### src/rtl/seq_pattern_gen.sv
// Serial pattern transmitter: shifts a latched pattern out MSB-first a programmable
// number of times, with optional idle gaps, behind a start/busy/done handshake.
module seq_pattern_gen #(
    parameter int PAT_W = 4,
    parameter int CNT_W = 8,
    parameter int GAP_W = 4
) (
    input  logic             clk,
    input  logic             reset,
    input  logic             start,
    input  logic [PAT_W-1:0] pattern,
    input  logic [CNT_W-1:0] repeat_n,
    input  logic [GAP_W-1:0] gap_len,
    input  logic             abort,
    output logic             data,
    output logic             valid,
    output logic             busy,
    output logic             done
);

    localparam int BIT_W = $clog2(PAT_W);
    localparam logic [BIT_W-1:0] LAST_BIT = BIT_W'(PAT_W - 1);
    localparam logic [BIT_W-1:0] BIT_ONE  = BIT_W'(1);
    localparam logic [CNT_W-1:0] REP_ONE  = CNT_W'(1);
    localparam logic [GAP_W-1:0] GAP_ONE  = GAP_W'(1);

    typedef enum logic [1:0] {IDLE, SEND, GAP} state_t;

    state_t           state;
    logic [PAT_W-1:0] pat_q;
    logic [PAT_W-1:0] shreg;
    logic [CNT_W-1:0] rep_cnt;
    logic [GAP_W-1:0] gap_q;
    logic [GAP_W-1:0] gap_cnt;
    logic [BIT_W-1:0] bit_cnt;

    // NOTE: every register here is updated with <= so all branches see the
    // pre-edge values; blocking assignments would create ordering races.
    always_ff @(posedge clk) begin
        if (reset) begin
            state   <= IDLE;
            pat_q   <= '0;
            shreg   <= '0;
            rep_cnt <= '0;
            gap_q   <= '0;
            gap_cnt <= '0;
            bit_cnt <= '0;
            data    <= 1'b0;
            valid   <= 1'b0;
            busy    <= 1'b0;
            done    <= 1'b0;
        end else begin
            done <= 1'b0;
            case (state)
                IDLE: begin
                    if (start && !abort && repeat_n != '0) begin
                        pat_q   <= pattern;
                        rep_cnt <= repeat_n;
                        gap_q   <= gap_len;
                        shreg   <= pattern << 1;
                        bit_cnt <= '0;
                        data    <= pattern[PAT_W-1];
                        valid   <= 1'b1;
                        busy    <= 1'b1;
                        state   <= SEND;
                    end
                end
                SEND: begin
                    if (abort) begin
                        state <= IDLE;
                        data  <= 1'b0;
                        valid <= 1'b0;
                        busy  <= 1'b0;
                    end else if (bit_cnt != LAST_BIT) begin
                        data    <= shreg[PAT_W-1];
                        shreg   <= shreg << 1;
                        bit_cnt <= bit_cnt + BIT_ONE;
                    end else if (rep_cnt == REP_ONE) begin
                        rep_cnt <= '0;
                        state   <= IDLE;
                        data    <= 1'b0;
                        valid   <= 1'b0;
                        busy    <= 1'b0;
                        done    <= 1'b1;
                    end else begin
                        rep_cnt <= rep_cnt - REP_ONE;
                        bit_cnt <= '0;
                        if (gap_q == '0) begin
                            // Back-to-back repetition: first bit follows the last with no bubble.
                            data  <= pat_q[PAT_W-1];
                            shreg <= pat_q << 1;
                        end else begin
                            state   <= GAP;
                            data    <= 1'b0;
                            valid   <= 1'b0;
                            gap_cnt <= gap_q - GAP_ONE;
                        end
                    end
                end
                GAP: begin
                    if (abort) begin
                        state <= IDLE;
                        busy  <= 1'b0;
                    end else if (gap_cnt == '0) begin
                        state   <= SEND;
                        data    <= pat_q[PAT_W-1];
                        shreg   <= pat_q << 1;
                        bit_cnt <= '0;
                        valid   <= 1'b1;
                    end else begin
                        gap_cnt <= gap_cnt - GAP_ONE;
                    end
                end
                default: state <= IDLE;
            endcase
        end
    end

endmodule

### config.mk
export PLATFORM = sky130hd
export DESIGN_NAME = seq_pattern_gen
export DESIGN_NICKNAME = d
export VERILOG_FILES = /design/src/rtl/seq_pattern_gen.sv
export SDC_FILE = /design/constraint.sdc
export NUM_CORES = 1
export LEC_CHECK = 0
export ABC_AREA = 1
export BUFFER_PORTS_ARGS = -buffer_cell sky130_fd_sc_hd__buf_2
export CAP_MARGIN = 20
export CORE_MARGIN = 2
export CORE_UTILIZATION = 40
export DETAILED_ROUTE_END_ITERATION = 10
export GPL_TIMING_DRIVEN = 1
export HOLD_SLACK_MARGIN = 0.12
export PLACE_DENSITY = 0.66
export SKIP_LAST_GASP = 1
export SLEW_MARGIN = 20
export SYNTH_ARGS = -nofsm -noshare
export SYNTH_HDL_FRONTEND = slang
export SYNTH_SLANG_ARGS = --single-unit
export TNS_END_PERCENT = 1
### constraint.sdc
create_clock -name clk -period 3.3 [get_ports clk]
set_input_delay 0.165 -clock clk [delete_from_list [all_inputs] [get_ports clk]]
set_output_delay 0.165 -clock clk [all_outputs]
set_load 0.05 [all_outputs]
==> impl_metrics.tcl <==
set metrics [dict create \
    status "completed" \
    fin_cells 367 \
    synth_top_area_share_pct 32.6 \
    ant_nets 0 \
    drive_gt1_share_pct 14.1 \
    core_um2 4660 \
    ys_seq_area_share_pct 32.6 \
    dp.cells 358 \
    rsz0062_at_grt "no" \
    async_flop_share_pct 0 \
    grt_usage_pct 17.4 \
    grt_pass1_wl_um 7270 \
    pin_count 24 \
    synthTopCellsByArea "dfxtp_1, nand2_1, nor2_1, o21ai_0, inv_1" \
    cp_max_fo 14 \
    firstDrtPassIters 4 \
    drv_slew 0 \
    synth_cell_types 31 \
    dieWidth_um 73.0 \
    syn_area_per_cell_um2 6.58 \
    timing.fmax_mhz 512 \
    synth_top_cell_by_area "dfxtp_1" \
    hpwl_um 3130 \
    critPathLaunch "state[1]$_SDFFE_PP0P_" \
    cts_buffers 5 \
    cts.clk_slew.worst_paths_ns 0.07 \
    area_delta_synth_final_pct 13.2 \
    root_buffer "clkbuf_8" \
    slew_headroom_pct 51.8 \
    leakage_nw 0.987 \
    ys_seq_elements 31 \
    grt_pass1_vias 1664 \
    r2r-start "state[1]$_SDFFE_PP0P_" \
    port_buffers 23 \
    syn-num-nets 317 \
    clock_sinks 31 \
    cp.arrival_ns 2.14 \
    via_per_inst 5.10 \
    min_path_type "in2reg" \
    n_fill_cell 476 \
    synth_common_cells "nand2_1, nor2_1, inv_1, o21ai_0, dfxtp_1" \
    tightest_slew_ns 0.722 \
    cp-start-kind "register" \
    synth_ff_type "dfxtp_1" \
    final-hold-violation-count 0 \
    cp_data_required_time_ns 3.49 \
    tns_ns 0 \
    holdCritStartpoint "gap_len[0]" \
    endpoint "gap_cnt[1]$_SDFFE_PP0P_" \
    synth_cells 289 \
    fin_crit_sh_pct 59.2 \
    num_antenna_cells 0 \
    grt_antenna_before_repair 0 \
    drv_cap 0 \
    drcViolationCount 0 \
    yosys_warnings 0 \
    clkLatencyLatePin_ns 0.29 \
    p_per_area_nw_per_um2 1020 \
    setup_viol 0 \
    floorplan.initialDensity_pct 40.8 \
    cts_tree "yes" \
    htreeDepth 2 \
    avgRoutedWirePerCell_um 11.4 \
    rows 25 \
    gp_congestion 0.877 \
    worstSetupPathType "reg2reg" \
    drt-total-wl_um 4200 \
    finalCoreUtilization_pct 46.2 \
    via_count 1870 \
    regToRegEndpoint "gap_cnt[1]$_SDFFE_PP0P_" \
    ir_drop_uv 471 \
    yosysMostFrequentCell "nand2_1" \
    first_iter_violations 96 \
    cts-resized-gates 0 \
    hold_slack_ns 0.157 \
    grt-ovfl-total 0 \
    worst_setup_path_end_kind "register" \
    layout.nets 340 \
    grt_max_degree 28 \
    synth-edff-count 0 \
    dieArea_um2 5320 \
    skew_ns 0.00843 \
    clockBufferDepth 2 \
    syn_area_um2 1900 \
    fin_crit_ns 1.95 \
    r2r_slack_ns 1.35 \
    ff2ff_path_depth 9 \
    die_height_um 73.0 \
]
==> how the worst min path moves through the flow <==
stage / to / cells after the start
floorplan: bit_cnt[0]$_SDFFE_PP0P_ / 1
global placement: gap_cnt[0]$_SDFFE_PP0P_ / 2
detailed placement: gap_cnt[0]$_SDFFE_PP0P_ / 2
CTS: gap_q[1]$_SDFFE_PP0P_ / 3
global route: gap_q[0]$_SDFFE_PP0P_ / 3
finish: gap_q[0]$_SDFFE_PP0P_ / 3
==> layout make-up <==
type                    instances  area, um^2  share of cell area (%)
multi-input cells             215        1090                    50.6
well taps                      54        67.6                    3.14
clock inverters                 2        35.0                    1.63
inverters                      35         131                    6.10
clock buffers                   6        82.6                    3.84
flip-flops and latches         31         621                    28.8
repair buffers                 24         125                    5.81
==> what timing repair did <==
action                                 CTS  global route
setup buffers                            0             0
endpoints found under the hold margin    3             0
hold buffers                             1             0
==> kinds of logic after synthesis <==
kind of cell	share of synthesized area [%]
compound gates	18.8
xor+xnor	2.30
fa+ha+maj	5.26
simple gates	31.0
buf+inv	10.1
flops	32.6
==> power by group <==
part	switching [W]	total, W	leakage (nW)	internal [W]
registers	0.000100	0.000620	0.255	0.000520
logic	0.000779	0.00119	0.670	0.000416
clock network	0.000146	0.000390	0.0612	0.000244
==> metrics by stage <==
| step | setup slack [ns] | total power (W) | instance area (um^2) |
|---|---|---|---|
| after floorplan | 1.68 | 0.00160 | 1900 |
| after global routing | 1.06 | 0.00244 | 2150 |
| final | 1.35 | 0.00220 | 2150 |
| after CTS | 1.34 | 0.00222 | 2150 |
| after detailed placement | 1.33 | 0.00182 | 2020 |
| after global placement | 1.44 | 0.00181 | 2020 |
==> worst max-delay path: stages, from the launching register on <==
cell and delay (ns):
dfxtp_1 0.33, inv_1 0.08, ha_1 0.40, inv_1 0.32
o21ai_0 0.28, nand3_2 0.13, inv_1 0.14, nand2_1 0.07
nand2_1 0.06, nor2_1 0.05
==> metal layers <==
metal  track usage (%)  share of wire [%]  wire (um)  vias to the layer above
met5                 0                  0          0                        -
met4              5.56                1.1         46                        0
met3              3.73                4.9        204                        6
met2              27.3                 46       1920                       47
met1              23.9                 48       2030                      840
li1                  -                  -          -                      977
==> flip-flops by register name, indices dropped and copies added (netlist names) <==
signal / cells
gap_cnt: 4
gap_q: 4
shreg: 3
rep_cnt: 8
state: 2
pat_q: 4
busy: 1
data: 1
done: 1
bit_cnt: 2
valid: 1
==> cell usage in the layout (no fill, tap or decap) <==
master,n
or2_1,1
inv_2,1
nand2_2,2
nand4_1,5
nand2_1,55
ha_1,8
clkinv_2,1
nor2_4,3
or2_2,2
inv_1,34
nor3_1,3
buf_2,23
o21bai_1,2
xor2_1,4
nand3_1,15
bufinv_16,1
o21ai_1,2
a22oi_2,1
xnor2_1,1
a22oi_1,1
a21boi_0,1
clkbuf_8,6
o21ai_0,34
nand3_2,1
nor2_1,48
dfxtp_1,31
a21oi_2,1
nor2_2,1
a21oi_1,22
dlygate4sd3_1,1
o22ai_1,1
o21ai_2,1
Note: power is estimated with default switching activity, not from simulation.
